===== config.mk =====
export PLATFORM = sky130hd
export DESIGN_NAME = tt_prog_mem_responder
export DESIGN_NICKNAME = d
export VERILOG_FILES = /design/src/rtl/tt_cpu_pkg.sv /design/src/rtl/tt_serial_word_loader.sv /design/src/rtl/tt_prog_mem_responder.sv
export SDC_FILE = /design/constraint.sdc
export NUM_CORES = 1
export LEC_CHECK = 0
export ABC_AREA = 1
export BUFFER_PORTS_ARGS = -buffer_cell sky130_fd_sc_hd__clkbuf_2
export CORE_UTILIZATION = 55
export CTS_CLUSTER_SIZE = 30
export DETAILED_ROUTE_END_ITERATION = 8
export PLACE_DENSITY = 0.71
export SLEW_MARGIN = 10
export SYNTH_ARGS = -nofsm -noshare
export SYNTH_HDL_FRONTEND = slang
export SYNTH_SLANG_ARGS = --single-unit

===== constraint.sdc =====
create_clock -name clk -period 33.9 [get_ports clk]
set_input_delay 6.78 -clock clk [delete_from_list [all_inputs] [get_ports clk]]
set_output_delay 6.78 -clock clk [all_outputs]
set_load 0.005 [all_outputs]

===== src/rtl/tt_cpu_pkg.sv =====
// Shared constants for the tiny-CPU tile: bus widths, opcodes and the program-memory
// responder's mode encoding, plus the reset-time demo program.
package tt_cpu_pkg;

  localparam int DATA_W = 6;
  localparam int ADDR_W = 6;
  localparam int DEPTH  = 64;

  localparam logic [DATA_W-1:0] OP_ADD       = 6'd1;
  localparam logic [DATA_W-1:0] OP_SWAP      = 6'd2;
  localparam logic [DATA_W-1:0] OP_JMP       = 6'd3;
  localparam logic [DATA_W-1:0] OP_JZ        = 6'd4;
  localparam logic [DATA_W-1:0] PRELOAD_FILL = 6'h3C;

  typedef enum logic {
    SERVE = 1'b0,
    LOAD  = 1'b1
  } state_e;

  // Demo program: add, swap, jz 0, jmp 4; the rest is filler.
  function automatic logic [DATA_W-1:0] preload_word(input int unsigned idx);
    case (idx)
      0:       preload_word = OP_ADD;
      1:       preload_word = OP_SWAP;
      2:       preload_word = OP_JZ;
      3:       preload_word = 6'd0;
      4:       preload_word = OP_JMP;
      5:       preload_word = 6'd4;
      default: preload_word = PRELOAD_FILL;
    endcase
  endfunction

endpackage


===== src/rtl/tt_serial_word_loader.sv =====
// Serial-to-parallel word assembler: shifts bits in MSB first and pulses commit
// on the cycle carrying the last bit, presenting the finished word alongside it.
module tt_serial_word_loader #(
  parameter int DATA_W = 6
) (
  input  logic              clk,
  input  logic              reset,
  input  logic              clear,
  input  logic              shift_en,
  input  logic              bit_in,
  output logic [DATA_W-1:0] word,
  output logic              commit
);

  localparam int CNT_W = $clog2(DATA_W + 1);

  logic [DATA_W-2:0] shift_q, shift_d;
  logic [CNT_W-1:0]  cnt_q, cnt_d;

  // Word is complete combinationally so the commit edge writes it directly.
  assign word   = {shift_q, bit_in};
  assign commit = shift_en && (cnt_q == CNT_W'(DATA_W - 1));

  always_comb begin
    shift_d = shift_q;
    cnt_d   = cnt_q;
    if (clear) begin
      shift_d = '0;
      cnt_d   = '0;
    end else if (shift_en) begin
      shift_d = word[DATA_W-2:0];
      cnt_d   = commit ? '0 : cnt_q + CNT_W'(1);
    end
  end

  always_ff @(posedge clk or posedge reset) begin
    if (reset) cnt_q <= '0;
    else       cnt_q <= cnt_d;
  end

  always_ff @(posedge clk) begin
    shift_q <= shift_d;
  end

endmodule


===== src/rtl/tt_prog_mem_responder.sv =====
// Program memory beside the tiny CPU: zero-latency reads in SERVE, serial
// reload of the whole array in LOAD, demo program restored on reset.
module tt_prog_mem_responder #(
  parameter int DATA_W = tt_cpu_pkg::DATA_W,
  parameter int ADDR_W = tt_cpu_pkg::ADDR_W,
  parameter int DEPTH  = tt_cpu_pkg::DEPTH
) (
  input  logic              clk,
  input  logic              reset,
  input  logic [ADDR_W-1:0] addr,
  output logic [DATA_W-1:0] data,
  input  logic              load_en,
  input  logic              load_valid,
  input  logic              load_bit,
  output logic              load_busy,
  output logic [ADDR_W:0]   load_count
);

  import tt_cpu_pkg::*;

  localparam logic [ADDR_W:0] CNT_MAX = (ADDR_W + 1)'(DEPTH);

  state_e            state_q, state_d;
  logic [ADDR_W-1:0] wptr_q, wptr_d;
  logic [ADDR_W:0]   load_count_q, load_count_d;
  logic [DATA_W-1:0] mem_q [DEPTH];
  logic [DATA_W-1:0] mem_d [DEPTH];

  logic              in_load;
  logic              shift_en;
  logic              loader_clear;
  logic              commit;
  logic [DATA_W-1:0] word;

  assign in_load = (state_q == LOAD);
  // The entry edge and the exit edge never shift; a dropped load_en discards the partial word.
  assign shift_en     = in_load && load_en && load_valid;
  assign loader_clear = !(in_load && load_en);

  tt_serial_word_loader #(
    .DATA_W (DATA_W)
  ) u_loader (
    .clk      (clk),
    .reset    (reset),
    .clear    (loader_clear),
    .shift_en (shift_en),
    .bit_in   (load_bit),
    .word     (word),
    .commit   (commit)
  );

  always_comb begin
    state_d      = state_q;
    wptr_d       = wptr_q;
    load_count_d = load_count_q;
    mem_d        = mem_q;
    case (state_q)
      SERVE: begin
        if (load_en) begin
          state_d      = LOAD;
          wptr_d       = '0;
          load_count_d = '0;
        end
      end
      LOAD: begin
        if (!load_en) begin
          state_d = SERVE;
        end else if (commit) begin
          mem_d[wptr_q] = word;
          wptr_d        = wptr_q + ADDR_W'(1);
          if (load_count_q != CNT_MAX) load_count_d = load_count_q + (ADDR_W + 1)'(1);
        end
      end
    endcase
  end

  always_ff @(posedge clk or posedge reset) begin
    if (reset) begin
      state_q      <= SERVE;
      wptr_q       <= '0;
      load_count_q <= '0;
      for (int i = 0; i < DEPTH; i++) mem_q[i] <= DATA_W'(preload_word(i));
    end else begin
      state_q      <= state_d;
      wptr_q       <= wptr_d;
      load_count_q <= load_count_d;
      mem_q        <= mem_d;
    end
  end

  assign data       = in_load ? '0 : mem_q[addr];
  assign load_busy  = in_load;
  assign load_count = load_count_q;

endmodule


==> results of run 1 <==
[logic make-up after synthesis]
group | after synthesis | share of synthesized area, %
compound gates | 413 | 11.40
fa+ha+maj | 5 | 0.3261
xor+xnor | 3 | 0.1370
buf+inv | 229 | 4.911
simple gates | 1313 | 28.85
flops | 406 | 54.38
[where the power goes]
group          total [mW]  internal, mW  switching, mW
Combinational      0.0507       0.00989         0.0408
Sequential          0.487         0.486       0.000456
Clock               0.486         0.289          0.198
[layout make-up]
type                       count  area, um^2
fill                        3034       13770
sequential                   406       10430
multi-input combinational   1734        7811
clock buffer                  66        1305
tap                          455       569.3
timing repair buffer          41       256.5
inverter                      38       157.7
clock inverter                13       155.1
[worst max-delay path, stage by stage]
cell and delay [ps]:
buf_6 200, inv_6 630, buf_4 870, nand2_1 120
nand3_1 110, nand3_1 120, nand2_1 140, nand2_1 80
nand3_1 150, nand3_1 120, a21oi_1 270, clkbuf_2 170
[through the flow]
| step | total power, mW | setup slack [ps] | cell area (um^2) | hold WS [ps] | cells |
|---|---|---|---|---|---|
| 6_report | 1.024 | 17190 | 20690 | 471.3 | 2753 |
| 5_1_grt | 1.051 | 17060 | 20690 | 488.3 | 2753 |
| 4_1_cts | 1.029 | 17230 | 20690 | 474.0 | 2753 |
| 3_5_place_dp | 0.5450 | 17240 | 19230 | 464.8 | 2674 |
| 3_3_place_gp | 0.5447 | 17250 | 19230 | 460.4 | 2674 |
| 2_1_floorplan | 0.5276 | 16360 | 19190 | 452.9 | 2369 |
[metal layers]
metal	global-route usage (%)	share of wire (%)	vias up
met1	43.70	44	7804
li1	-	-	7582
met5	0	0	-
met2	45.93	45	585
met4	9.367	2.7	0
met3	6.407	7.9	94
[final timing paths]
kind                             from    endpoint  slack (ps)  cells past startpoint
setup reg to reg            load_busy  mem_q[216]       30340                      9
hold reg to reg            mem_q[212]  mem_q[212]         470                      2
min in group asynchronous       reset  mem_q[246]        6350                      2
max in group asynchronous       reset  mem_q[367]       25250                      4
hold / removal             mem_q[212]  mem_q[212]         470                      2
setup / recovery              addr[0]     data[2]       17190                     12
[state kept, by name, summed over array words and instances (netlist names)]
| signal | count |
|---|---|
| u_loader.shift_q | 5 |
| load_count | 7 |
| mem_q | 384 |
| wptr_q | 6 |
| u_loader.cnt_q | 3 |
| load_busy | 1 |
[placed cells by master, fill, tap and decap left out, types with 2 or more instances in the layout]
cell type  count
nor2_4         3
clkbuf_1      11
bufinv_16      3
nor3_1         4
dfrtp_1      163
clkbuf_2      22
dfxtp_1        5
nor3_4         2
nand2_1      925
o21ai_2       27
clkbuf_8      10
nand2_4        2
inv_2          9
nor4_4         2
ha_1           5
nor2_1        18
clkinv_2       8
clkbuf_16     45
nand4_1       11
nand3_1      338
nor3_2         5
o22ai_1        6
o21ai_1      108
xor2_1         3
a21oi_1       12
buf_4         18
o21ai_0      256
inv_1         26
inv_6          2
dfstp_2      238
o31ai_1        2
==> qor.csv, run 1 <==
metric,value,unit
htreeDepth,2,
drc_errors,0,
rsz0062_at_grt,no,
clock_skew,9.833,ps
cts_buffer_depth,3,
timing.final.crit_share,49.28,%
peakVddDrop,46.82,uV
fmax,59.86,MHz
grt_pass1_wl,84890,um
cts_tree,yes,
crit_arrival,9930,ps
grt_use_total,30.30,%
cts_root_buf,clkbuf_16,
avgSynthCellArea,8.099,um^2
grt_pass1_vias,15050,
initial_core_util,55.68,%
postCtsSetupBuffers,0,
syn_nets,2385,
cp_max_fo,106,
grt_overflow_total,0,
rows,68,
yosys.area.top_type_share,32.59,%
synthTopCellsByArea,"dfstp_2 (33%), dfrtp_1 (21%), nand2_1 (18%), nand3_1 (8.8%), o21ai_0 (6.7%)",
powerDensity,49.48,nW/um^2
cp.required,27120,ps
worstSkewPairLatency,580,ps
die_h,188.8,um
slew_violations,0,
worst_pin_slew,1306,ps
clock_sinks,406,
hold_viol,0,
synthCells,2369,
viasPerCell,5.835,
yosysMostFrequentCell,nand2_1,
drive_gt1_share,17.45,%
yosysSeqAreaShare,54.38,%
postCtsHoldBufs,0,
clk_pin_slew,60,ps
syn_area,19190,um^2
diodes,0,
cts_made_buffers,43,
grt_antenna_before_repair,0,
firstDrtPassIters,6,
die_w,188.8,um
worstSetupPathType,in2out,
nets,2280,
end_kind,output port,
grt_max_degree,121,
ys_seq_elements,406,
ys_types,34,
cp-start-kind,input port,
finalSetupTns,0,ps
synth_ff_type,dfstp_2,
via_count,16070,
leakage,8.029,nW
drtIter0Drc,1542,
postSynth.asyncResetShare,98.77,%
drv_cap,0,
hold_path.class,reg2reg,
core_area,34460,um^2
yosys.area.top_type,dfstp_2,
gp_congestion,0.8751,
route.antenna.remaining_nets,0,
ys_top_cells_by_count,"nand2_1 (925), nand3_1 (338), o21ai_0 (256)",
slew_headroom,12.60,%
io_pins,25,
wl_per_cell,19.02,um
die_area,35630,um^2
ys_warn_count,0,
finish.utilization,60.04,%
dpl.hpwl,31140,um
status,completed,
syn_to_final_growth,7.826,%
synth_edf_count,0,
post-route-min-period,16710,ps
wl,52350,um
setup_viol_count_final,0,
numPortBuffers,24,
postCtsResizedCells,0,
Power figures use the tool's default switching activity.
==> run 2: changes to the inputs <==
Settings changed: ABC_AREA 1 to 0.
Clock period 33.9 ns to 15.95 ns, I/O delays scaled along.
==> run 2 against run 1 <==
  * Wire length down 17%
  * Highest routed layer unchanged
  * Worst hold slack better by 20 ps
  * Cell count down 37%
  * Clock power up 110%
  * Critical path depth down 5
  * Total power up 110%
  * Global-route usage down 4.6 points
  * First-iteration DRC count down 56%
==> qor.csv, run 2 <==
metric,value,unit,change
htreeDepth,2,,unchanged
crit_arrival,6300,ps,was 9930 ps
r2r_start,load_busy,,unchanged
ys_top_cells_by_count,"mux2_2 (377), dfstp_2 (238), dfrtp_1 (163)",,"was nand2_1 (925), nand3_1 (338), o21ai_0 (256)"
drtIter0Drc,674,,was 1542
setup_viol_count_final,0,,unchanged
avgSynthCellArea,14.98,um^2,was 8.099 um^2
worst_pin_slew,996.2,ps,was 1306 ps
drv_cap,0,,unchanged
cts_buffer_depth,3,,unchanged
synthTopCellsByArea,"dfstp_2 (33%), mux2_2 (22%), dfrtp_1 (21%), mux4_2 (11%), clkbuf_1 (1.2%)",,"was dfstp_2 (33%), dfrtp_1 (21%), nand2_1 (18%), nand3_1 (8.8%), o21ai_0 (6.7%)"
worstSetupPathType,in2out,,unchanged
gp_congestion,0.7897,,was 0.8751
slew_headroom,33.59,%,was 12.60%
hold_end,u_loader.shift_q[4],,was mem_q[212]
grt_max_degree,101,,was 121
leakage,9.013,nW,was 8.029 nW
synth_simple_gate_area_share,5.041,%,was 28.85%
firstDrtPassIters,5,,was 6
via_count,10910,,was 16.07k
post-route-min-period,9490,ps,
grt_pass1_wl,69080,um,was 84890 um
ys_seq_elements,406,,unchanged
layoutNonFillerInstCount,1747,,was 2753
io_pins,25,,unchanged
worst-path-buf-inv,3,,was 4
r2r_slack,12290,ps,was 30340 ps
cts_made_buffers,43,,unchanged
slowest_delay,840,ps,was 870 ps
clock_skew,16.84,ps,was 9.833 ps
hold_viol,0,,unchanged
synth_ff_type,dfstp_2,,unchanged
n_fill_cell,2517,,was 3034
synth_xor_area_share,0.2304,%,was 0.1370%
synth_mux_area_share,35.28,%,was 0%
end_kind,output port,,unchanged
synth_edf_count,0,,unchanged
p_total,2.125,mW,was 1.024 mW
top_register,mem_q,,unchanged
grt_overflow_total,0,,unchanged
yosysMostFrequentCell,mux2_2,,was nand2_1
ys_warn_count,0,,unchanged
grt_use_total,25.67,%,was 30.30%
timing.final.crit_share,59.50,%,
cp_cell_sequence,buf_4 > buf_4 > mux4_2 > mux4_2 > nor2_1 > o21ai_0 > clkbuf_2,,was buf_6 > inv_6 > buf_4 > nand2_1 > nand3_1 > nand3_1 > nand2_1 > nand2_1 > nand3_1 > nand3_1 > a21oi_1 > clkbuf_2
syn_nets,1285,,was 2385
cp_max_fo,59,,was 106
finalSetupTns,0,ps,unchanged
dpl.hpwl,26910,um,was 31140 um
powerDensity,101.6,nW/um^2,was 49.48 nW/um^2
die_h,187.9,um,was 188.8 um
slowest_stage,buf_4,,unchanged
viasPerCell,6.247,,was 5.835
hold_path.class,reg2reg,,unchanged
cts_root_buf,clkbuf_16,,unchanged
core_area,33780,um^2,was 34460 um^2
clk_pin_slew,60,ps,about the same
die_area,35310,um^2,was 35630 um^2
synth_fa_ha_area_share,0.3291,%,was 0.3261%
route.antenna.remaining_nets,0,,unchanged
reg2regPathDepth,5,,was 9
numPortBuffers,24,,unchanged
syn_area,19010,um^2,was 19190 um^2
place_inst,1670,,was 2674
rsz0062_at_grt,no,,unchanged
postSynth.asyncResetShare,98.77,%,unchanged
yosysSeqAreaShare,54.88,%,was 54.38%
die_w,187.9,um,was 188.8 um
ys_types,51,,was 34
drc_errors,0,,unchanged
wl,43580,um,was 52350 um
cp-start-kind,input port,,unchanged
diodes,0,,unchanged
postCtsSetupBuffers,0,,unchanged
synth-compound-area-share,2.231,%,was 11.40%
slew_violations,0,,unchanged
cts_tree,yes,,unchanged
syn_to_final_growth,10.04,%,was 7.826%
initial_core_util,56.27,%,was 55.68%
postCtsHoldBufs,0,,unchanged
status,completed,,unchanged
rows,67,,was 68
layout_commonest_cell,mux2_2,,was nand2_1
wl_per_cell,24.95,um,was 19.02 um
peakVddDrop,79.98,uV,was 46.82 uV
clock_sinks,406,,unchanged
yosys.area.top_type,dfstp_2,,unchanged
postCtsResizedCells,0,,unchanged
nets,1283,,was 2280
synthCells,1269,,was 2369
grt_antenna_before_repair,0,,unchanged
final_cell_mix,"mux2_2 (377), dfstp_2 (238), dfrtp_1 (163)",,"was nand2_1 (925), nand3_1 (338), o21ai_0 (256)"
yosys.area.top_type_share,32.89,%,was 32.59%
synth_top_family_by_area,multiplexers,,was simple AND/OR/NAND/NOR gates
fmax,105.4,MHz,
crit_family,buffers and inverters,,unchanged
holdPathStages,2,,unchanged
r2r-end,mem_q[73],,was mem_q[216]
worstSkewPairLatency,540,ps,was 580 ps
drive_gt1_share,65.13,%,was 17.45%
largest_reg_flops,384,,unchanged
cp.required,12760,ps,was 27120 ps
grt_pass1_vias,11230,,was 15.05k
min_from,u_loader.shift_q[4],,was mem_q[212]
critical_path.startpoint,addr[1],,was addr[0]
==> run 2: changes by cell type after synthesis, sizes merged, moves of 9 or more <==
cell | previous run | this run
nand3b | 0 | 9
mux2i | 0 | 22
nor2 | 22 | 65
buf | 70 | 28
clkbuf | 121 | 59
nand2 | 927 | 56
nand3 | 338 | 18
mux4 | 0 | 96
o21ai | 391 | 13
mux2 | 0 | 384
o22ai | 6 | 18
inv | 37 | 7
==> run 2: how the worst max path moves through the flow <==
stage / end / slack, ps / cells past startpoint
floorplan: load_busy / 2000 / 1
global placement: data[0] / 6380 / 8
detailed placement: data[5] / 6380 / 7
CTS: data[5] / 6390 / 7
global route: data[5] / 6190 / 7
finish: data[5] / 6460 / 7
==> run 2: cell families after synthesis <==
| group | Yosys count |
|---|---|
| adders and majority gates | 5 |
| and+or+nand+nor | 193 |
| DFF | 406 |
| buffers and inverters | 94 |
| xor gates and xnor gates | 5 |
| AOI/OAI and AO/OA | 64 |
| muxes | 502 |
==> run 2: layout make-up <==
cell class | instances | area (um^2) | area share, %
clock buffers | 63 | 1291 | 6.172
clock inverters | 14 | 152.6 | 0.7297
inverters | 7 | 33.78 | 0.1615
multi-input cells | 769 | 8195 | 39.17
flip-flops and latches | 406 | 10440 | 49.90
well taps | 448 | 560.5 | 2.679
repair buffers | 40 | 247.7 | 1.184
==> run 2: worst register-to-register path, delay by kind of cell (launching register included) <==
family | cells | cell delay [ps]
AND/OR/NAND/NOR | 4 | 2510
flip-flops | 1 | 620
multiplexers | 1 | 410
==> run 2: stage by stage <==
step                util (%)  setup slack, ps  cell area [um^2]  hold WS (ps)
floorplan                  -             2001             19010         452.6
global placement       57.65             6381             19480         464.8
detailed placement     57.65             6383             19480         474.1
CTS                    61.92             6394             20920         488.1
global route           61.92             6194             20920         508.8
finish                 61.92             6460             20920         491.0
==> run 2: power breakdown <==
part | switching [mW] | total [mW] | internal (mW) | leakage, nW
clock network | 0.406 | 1.01 | 0.608 | 0.724
logic | 0.0560 | 0.0759 | 0.0199 | 3.52
registers | 0.00101 | 1.03 | 1.03 | 4.77
==> run 2: per-layer routing <==
| layer | GRT usage, % | vias up | part of all wire, % |
|---|---|---|---|
| met5 | 0 | - | 0 |
| met2 | 38.99 | 268 | 46 |
| met4 | 8.005 | 0 | 2.8 |
| met1 | 38.08 | 5855 | 45 |
| met3 | 4.174 | 79 | 5.3 |
| li1 | - | 4712 | - |
